## src/rtl/sa_conv_engine.sv

```systemverilog
// -----------------------------------------------------------------------------
// sa_conv_engine
//
// Purpose:
//   Valid-convolution engine. A start pulse captures a square image and a
//   square kernel. The engine then produces one result per output pixel in
//   row-major order. Each pixel takes KER_N cycles: every cycle it adds one
//   kernel row, using KER_N parallel unsigned multipliers. Each result is held
//   on the output until the consumer accepts it.
//
// Build option:
//   SA_SAT_EN  when defined, the result is the accumulator saturated to
//              2^DATA_W-1. Otherwise the result is the low DATA_W bits of the
//              accumulator.
//
// Ports:
//   clk           rising-edge clock
//   reset         asynchronous active-low reset
//   en_sa         start pulse, sampled only in IDLE
//   img_flat      IMG_N x IMG_N image, element (r,c) at [(r*IMG_N+c)*DATA_W +: DATA_W]
//   ker_flat      KER_N x KER_N kernel, same packing
//   out_ready     consumer accepts the presented result
//   sa_busy       a frame is in progress
//   sa_en_result  sa_result is valid
//   sa_result     convolution result
//   sa_last       the presented result is the final pixel of the frame
//   sa_done       one-cycle pulse after the final result is accepted
// -----------------------------------------------------------------------------
module sa_conv_engine #(
  parameter int DATA_W = 8,
  parameter int IMG_N  = 4,
  parameter int KER_N  = 3
) (
  input  logic                          clk,
  input  logic                          reset,
  input  logic                          en_sa,
  input  logic [IMG_N*IMG_N*DATA_W-1:0] img_flat,
  input  logic [KER_N*KER_N*DATA_W-1:0] ker_flat,
  input  logic                          out_ready,
  output logic                          sa_busy,
  output logic                          sa_en_result,
  output logic [DATA_W-1:0]             sa_result,
  output logic                          sa_last,
  output logic                          sa_done
);

  localparam int OUT_N    = IMG_N - KER_N + 1;
  localparam int ACC_W    = 2*DATA_W + $clog2(KER_N*KER_N);
  localparam int PW       = (OUT_N > 1) ? $clog2(OUT_N) : 1;
  localparam int RW       = (KER_N > 1) ? $clog2(KER_N) : 1;
  localparam int IMG_BITS = IMG_N*IMG_N*DATA_W;
  localparam int KER_BITS = KER_N*KER_N*DATA_W;

  localparam logic [PW-1:0]    POS_LAST = PW'(OUT_N - 1);
  localparam logic [RW-1:0]    ROW_LAST = RW'(KER_N - 1);
  localparam logic [ACC_W-1:0] RES_MAX  = ACC_W'({DATA_W{1'b1}});

  typedef enum logic [1:0] {IDLE, COMPUTE, OUTPUT} state_t;

  function automatic logic [DATA_W-1:0] to_result(input logic [ACC_W-1:0] acc);
`ifdef SA_SAT_EN
    if (acc > RES_MAX) return {DATA_W{1'b1}};
    return DATA_W'(acc);
`else
    return DATA_W'(acc);
`endif
  endfunction

  state_t              state_q, state_d;
  logic [IMG_BITS-1:0] img_q, img_d;
  logic [KER_BITS-1:0] ker_q, ker_d;
  logic [ACC_W-1:0]    acc_q, acc_d;
  logic [PW-1:0]       pr_q, pr_d;
  logic [PW-1:0]       pc_q, pc_d;
  logic [RW-1:0]       row_q, row_d;
  logic [DATA_W-1:0]   res_q, res_d;
  logic                vld_q, vld_d;
  logic                done_q, done_d;

  logic [ACC_W-1:0]    row_sum;
  logic [ACC_W-1:0]    acc_sum;
  logic                last_pix;

  assign last_pix = (pr_q == POS_LAST) && (pc_q == POS_LAST);

  // One kernel row against the image window row it overlaps.
  always_comb begin
    logic [DATA_W-1:0]   a;
    logic [DATA_W-1:0]   b;
    logic [2*DATA_W-1:0] prod;
    row_sum = '0;
    for (int k = 0; k < KER_N; k++) begin
      a = img_q[((int'(pr_q) + int'(row_q))*IMG_N + int'(pc_q) + k)*DATA_W +: DATA_W];
      b = ker_q[(int'(row_q)*KER_N + k)*DATA_W +: DATA_W];
      prod = {{DATA_W{1'b0}}, a} * {{DATA_W{1'b0}}, b};
      row_sum = row_sum + ACC_W'(prod);
    end
  end

  always_comb begin
    state_d = state_q;
    img_d   = img_q;
    ker_d   = ker_q;
    acc_d   = acc_q;
    pr_d    = pr_q;
    pc_d    = pc_q;
    row_d   = row_q;
    res_d   = res_q;
    vld_d   = vld_q;
    done_d  = 1'b0;
    acc_sum = acc_q + row_sum;
    case (state_q)
      IDLE: begin
        // A start that lines up with the done pulse belongs to the old frame.
        if (en_sa && !done_q) begin
          img_d   = img_flat;
          ker_d   = ker_flat;
          acc_d   = '0;
          pr_d    = '0;
          pc_d    = '0;
          row_d   = '0;
          state_d = COMPUTE;
        end
      end
      COMPUTE: begin
        acc_d = acc_sum;
        if (row_q == ROW_LAST) begin
          res_d   = to_result(acc_sum);
          vld_d   = 1'b1;
          state_d = OUTPUT;
        end else begin
          row_d = row_q + 1'b1;
        end
      end
      OUTPUT: begin
        if (out_ready) begin
          vld_d = 1'b0;
          if (last_pix) begin
            done_d  = 1'b1;
            state_d = IDLE;
          end else begin
            acc_d   = '0;
            row_d   = '0;
            state_d = COMPUTE;
            if (pc_q == POS_LAST) begin
              pc_d = '0;
              pr_d = pr_q + 1'b1;
            end else begin
              pc_d = pc_q + 1'b1;
            end
          end
        end
      end
      default: state_d = IDLE;
    endcase
  end

  always_ff @(posedge clk or negedge reset) begin
    if (!reset) begin
      state_q <= IDLE;
      img_q   <= '0;
      ker_q   <= '0;
      acc_q   <= '0;
      pr_q    <= '0;
      pc_q    <= '0;
      row_q   <= '0;
      res_q   <= '0;
      vld_q   <= 1'b0;
      done_q  <= 1'b0;
    end else begin
      state_q <= state_d;
      img_q   <= img_d;
      ker_q   <= ker_d;
      acc_q   <= acc_d;
      pr_q    <= pr_d;
      pc_q    <= pc_d;
      row_q   <= row_d;
      res_q   <= res_d;
      vld_q   <= vld_d;
      done_q  <= done_d;
    end
  end

  assign sa_busy      = (state_q != IDLE);
  assign sa_en_result = vld_q;
  assign sa_result    = res_q;
  assign sa_last      = vld_q && last_pix;
  assign sa_done      = done_q;

endmodule

```

## config.mk

```make
export PLATFORM = sky130hd
export DESIGN_NAME = sa_conv_engine
export DESIGN_NICKNAME = d
export VERILOG_FILES = /design/src/rtl/sa_conv_engine.sv
export SDC_FILE = /design/constraint.sdc
export NUM_CORES = 1
export LEC_CHECK = 0
export CAP_MARGIN = 10
export CORE_UTILIZATION = 60
export DETAILED_ROUTE_END_ITERATION = 10
export DONT_BUFFER_PORTS = 1
export PLACE_DENSITY = 0.76
export SLEW_MARGIN = 20
export SYNTH_ARGS = -nofsm -noshare
export SYNTH_HDL_FRONTEND = slang
export SYNTH_SLANG_ARGS = --single-unit
export TNS_END_PERCENT = 50
```

## constraint.sdc

```tcl
create_clock -name clk -period 23.4 [get_ports clk]
set_input_delay 7.02 -clock clk [delete_from_list [all_inputs] [get_ports clk]]
set_output_delay 7.02 -clock clk [all_outputs]
set_load 0.05 [all_outputs]
```

==> qor.yml, run 1 <==
yosysSeqAreaShare_pct: 40.8
htree_levels: 1
async_flop_share_pct: 100
fmax_mhz: 110
synth_edf_count: 0
clk_pin_slew_ps: 60
post-cts-setup-buffer-count: 0
grt_max_degree: 225
reg2reg_slack_ps: 15090
ant_nets: 0
cp_max_fo: 56
clockBufferDepth: 3
overflow: 0
max_cap_violations: 0
die_h_um: 153
skew_ps: 13.7
drc_errors: 0
slew_headroom_pct: 17.6
wl_per_cell_um: 23.7
mostFrequentLayoutCell: "dfrtp_1"
cp-end-kind: "output port"
die-area_um2: 23500
gr-usage-met2_pct: 43.5
cts_resized: 0
rsz0062_at_grt: "false"
run_status: "completed"
grt_usage_pct: 28.1
timing.final.crit_share_pct: 39.0
synth_area_per_cell_um2: 13.0
grt_pass1_wl_um: 50500
min_path_type: "reg2reg"
critPathCapture: "sa_last"
ios: 216
synth_warnings: 0
chipWidth_um: 153
critPathArrivalTime_ps: 2100
dp_hpwl_um: 23700
most-common-layout-cells: "dfrtp_1, mux2_2, inv_1"
drt_wl_total_um: 31800
cp-startpoint: "pc_q"
syn_inst: 1054
synth.cell_area_um2: 13700
gp_congestion: 0.923
nNetsFinal: 1355
drt_iter0_drc: 625
fin_crit_ps: 9120
reg2reg_depth: 25
clk_latency_ps: 520
syn-num-nets: 1373
finalHoldViolations: 0
port_buffers: 0
core-area_um2: 22100
clockRootBuffer: "clkbuf_16"
top_usage_layer: "met2"
tns_ps: 0
required_ps: 16380
grt_antenna_before_repair: 12
path_class: "reg2out"
grt_use_met3_pct: 6.89
r2r-end: "sa_result[7]"
initial_core_util_pct: 62.1
maxSlewViolCount: 0
synth_flop_cell: "dfrtp_1"
clock_sinks: 224
final-setup-viol-count: 0
synth_cell_type_count: 49
r2r-start: "row_q[0]"
vias: 8127
viasPerCell: 6.07
grt_pass1_vias: 8581
cts_tree: "built"
use_met1_pct: 40.0
drive_gt1_share_pct: 30.0
area_delta_synth_final_pct: 6.91
drt_pass1_iterations: 5
worst_pin_slew_ps: 1240
hold_buffers: 0
cts_made_buffers: 25
rows: 54
cp-start-kind: "flip-flop"
synth-seq-cells: 224
-- area by class of cell --
class	count	area [µm²]
fill	1575	7420
tap	280	350
clock buffer	33	716
multi-input combinational	692	7510
inverter	86	323
sequential	224	5610
clock inverter	8	77.6
antenna	9	22.5
timing repair buffer	7	65.1
-- how the worst min path moves through the flow --
| stage | start | to | slack (ps) | cells past startpoint |
|---|---|---|---|---|
| final | acc_q[4] | acc_q[4] | 500 | 2 |
| after floorplan | acc_q[4] | acc_q[4] | 450 | 2 |
| after global placement | acc_q[4] | acc_q[4] | 470 | 2 |
| after CTS | acc_q[4] | acc_q[4] | 500 | 2 |
| after global routing | img_q[3] | img_q[3] | 510 | 1 |
| after detailed placement | acc_q[4] | acc_q[4] | 480 | 2 |
-- state kept, by name, indices dropped and copies added (netlist names) --
register and cells:
pr_q 1, pc_q 1, ker_q 72, acc_q 8, sa_done 1, state_q 2
sa_en_result 1, img_q 128, row_q 2, sa_result 8
-- metrics by stage --
stage               setup slack [ps]  hold WS, ps  cells  area (µm²)  utilization, %
global placement               14760          467   1289       13900            62.7
global route                   14150          512   1334       14700            66.4
detailed placement             14750          477   1289       13900            62.7
floorplan                      15070          450   1054       13700               -
CTS                            14220          499   1330       14700            66.3
finish                         14280          496   1339       14700            66.4
-- Yosys cell counts, types with 2 or more instances --
cell type / instances / share of area, %
a21o_1: 7 / 0.38
a21oi_1: 17 / 0.62
a22o_1: 7 / 0.45
a22oi_1: 3 / 0.16
and2_1: 5 / 0.23
buf_1: 3 / 0.082
buf_2: 6 / 0.22
buf_4: 6 / 0.33
buf_6: 7 / 0.57
clkbuf_1: 29 / 0.79
dfrtp_1: 224 / 41
fa_1: 57 / 8.3
ha_1: 58 / 5.3
inv_1: 85 / 2.3
mux2_2: 215 / 18
mux2i_1: 31 / 2.3
mux4_1: 16 / 3.1
mux4_2: 37 / 6.1
nand2_1: 39 / 1.1
nand2b_1: 12 / 0.55
nor2_1: 78 / 2.1
nor2b_1: 8 / 0.36
nor3_1: 8 / 0.29
nor4_1: 2 / 0.091
o21ai_0: 10 / 0.36
o22ai_1: 2 / 0.091
or2_1: 3 / 0.14
or2_2: 7 / 0.32
or3_1: 8 / 0.36
xnor2_1: 37 / 2.4
xnor3_1: 3 / 0.49
xor2_1: 7 / 0.45
-- routing by layer --
layer  vias up  wire [µm]
li1       3655          -
met1      4124      13500
met2       290      15100
met3        52       2460
met4         6        739
met5         -         37
-- critical path, stage by stage (launching register included) --
cell and delay, ps:
dfrtp_2 340, buf_4 630, and3_1 610
-- cell families (layout without fill, tap and decap cells) --
| kind of cell | after synthesis | in the layout | share of synthesized area [%] |
|---|---|---|---|
| AO/OA/AOI/OAI | 55 | 55 | 2.82 |
| other | 0 | 9 | 0 |
| flip-flops | 224 | 224 | 40.8 |
| AND/OR/NAND/NOR | 175 | 175 | 5.79 |
| adder cells (fa/ha/maj) | 115 | 115 | 13.6 |
| XOR/XNOR | 48 | 48 | 3.42 |
| buffers and inverters | 138 | 134 | 4.49 |
| multiplexers | 299 | 299 | 29.0 |
Power of run 1 is not shown: default switching activity piles up to over one toggle a cycle in this logic, so the estimate is an artifact.
==> run 2, diff against run 1 <==
==> constraint.sdc (replaced) <==
create_clock -name clk -period 9.15 [get_ports clk]
set_input_delay 2.745 -clock clk [delete_from_list [all_inputs] [get_ports clk]]
set_output_delay 2.745 -clock clk [all_outputs]
set_load 0.05 [all_outputs]
==> run 2 against run 1 <==
Wire length is 2.8% higher. Global-route usage is 0.97 points higher. Critical path depth is 23 higher. Sequential share of layout area fell by 0.39 points. Cell area rose by 1.0%. Die area is the same. Largest cell class unchanged. Count of clock-buffer cells in the layout stayed put. Register-to-register slack worse by 14000 ps. Hold slack better by 0.72 ps. Cell count rose by 0.45%. First-iteration DRC count shrank 15%. Critical endpoint is now sa_result[7]. Utilization up 0.69 points.
==> qor.yml, run 2 (same netlist as run 1, synthesis figures left out) <==
reg2reg_slack_ps: 870
cts_resized: 0
cp_max_fo: 25
die-area_um2: 23500
top_layer: "met5"
run_status: "completed"
finalHoldViolations: 0
hold_path.startpoint: "acc_q[4]"
die_h_um: 153
largest_register_ffs: 128
min_path_type: "reg2reg"
min_path_cells: 2
cp-end-kind: "flip-flop"
overflow: 0
wl_met1_um: 13800
r2r-start: "pr_q"
nNetsFinal: 1358
dp_slack_ps: 862
viasPerCell: 6.05
rsz0062_at_grt: "false"
fin_crit_ps: 8280
post-cts-setup-buffer-count: 0
mostFrequentLayoutCell: "dfrtp_1"
crit_family: "adder cells"
max_cap_violations: 0
port_buffers: 0
tns_ps: 0
crit_path_frequent_cell: "fa_1"
wl_met3_um: 2640
path_class: "reg2reg"
clockRootBuffer: "clkbuf_16"
wl_met2_um: 15300
chipWidth_um: 153
worst_pin_slew_ps: 1000
most-common-layout-cells: "dfrtp_1, mux2_2, inv_1"
critPathMaxStageDelay_ps: 720
layout_setup_ws_ps: 867
timing.final.crit_share_pct: 90.5
drc_errors: 0
core-area_um2: 22100
rows: 54
cp-start-kind: "flip-flop"
gp_congestion: 0.920
ios: 216
clock_sinks: 224
clockBufferDepth: 3
regMostFlops: "img_q"
dp_hpwl_um: 24600
cts_made_buffers: 24
fmax_mhz: 121
htree_levels: 1
initial_core_util_pct: 62.1
maxSlewViolCount: 0
final-setup-viol-count: 0
ant_nets: 0
vias: 8132
clk_pin_slew_ps: 60
r2r-end: "sa_result[7]"
hold_buffers: 0
slew_headroom_pct: 33.1
drt_iter0_drc: 531
slowest_stage: "nor3_1"
drt_wl_total_um: 32700
grt_antenna_before_repair: 10
critPathArrivalTime_ps: 8720
area_delta_synth_final_pct: 8.02
grt_pass1_wl_um: 51400
skew_ps: 14.5
reg_top3: "img_q x128, ker_q x72"
grt_pass1_vias: 8694
fillCellCount: 1570
grt_usage_pct: 29.1
reg2reg_depth: 25
grt_max_degree: 225
whs_endpoint: "acc_q[4]"
clk_latency_ps: 550
cp-startpoint: "pr_q"
wl_per_cell_um: 24.3
drt_pass1_iterations: 7
drive_gt1_share_pct: 30.2
crit_buf_inv: 5
required_ps: 9580
cts_tree: "built"
run 2: changes by cell type in the layout (fill, tap and decap cells not counted), sizes merged:
cell / change
bufinv: +4
buf: +4
diode: -1
clkinv: +1
inv: -1
clkinvlp: -1
run 2: worst register-to-register path, cell delays in order (launching register included):
cell	delay, ps
dfrtp_1	410
ha_2	200
ha_1	480
inv_2	550
mux2i_1	240
nor3_1	720
and2_1	250
ha_1	150
inv_1	60
fa_1	530
inv_1	40
ha_1	310
fa_1	520
fa_1	560
inv_1	60
fa_1	510
fa_1	540
inv_1	40
ha_1	330
a21oi_1	240
o21ai_0	180
xor2_1	260
xnor2_1	170
xnor2_1	140
xnor3_1	420
mux2_2	270
run 2: worst max path at each step:
stage | end | slack [ps] | depth (start not counted)
2_1_floorplan | sa_result[7] | 1620 | 27
3_3_place_gp | sa_result[7] | 1030 | 25
3_5_place_dp | sa_result[7] | 860 | 25
4_1_cts | sa_result[7] | 850 | 25
5_1_grt | sa_result[7] | 400 | 25
6_report | sa_result[7] | 870 | 25
run 2: metal layers:
layer / up-vias / global-route usage [%]
met4: 6 / 9.19
met3: 65 / 8.14
met2: 248 / 44.6
li1: 3656 / -
met5: - / 0
met1: 4157 / 40.5
run 2: cell type report:
cell class / count / area [µm²] / share of cell area (%)
diodes: 8 / 20.0 / 0.135
clock buffers: 33 / 674 / 4.55
clock inverters: 11 / 211 / 1.43
inverters: 86 / 323 / 2.18
multi-input cells: 692 / 7510 / 50.7
flip-flops and latches: 224 / 5610 / 37.8
well taps: 280 / 350 / 2.36
repair buffers: 11 / 128 / 0.861
run 2: stage by stage:
stage	instances	util, %	area (µm²)	hold slack (ps)
3_3_place_gp	1292	62.9	13900	467
3_5_place_dp	1292	62.9	13900	481
5_1_grt	1340	67.0	14800	518
6_report	1345	67.1	14800	497
4_1_cts	1336	66.9	14800	494
2_1_floorplan	1054	-	13700	450
Power of run 2 is left out for the same reason.
==> run 3, diff against run 2 <==
--- a/config.mk
+++ b/config.mk
@@ -10,6 +10,7 @@
 export DETAILED_ROUTE_END_ITERATION = 10
 export DONT_BUFFER_PORTS = 1
 export PLACE_DENSITY = 0.76
+export SKIP_LAST_GASP = 1
 export SLEW_MARGIN = 20
 export SYNTH_ARGS = -nofsm -noshare
 export SYNTH_HDL_FRONTEND = slang
==> results of run 3 <==
The final DEF is identical to that of run 2; final timing and power are the same.
Power of run 3 is left out for the same reason.
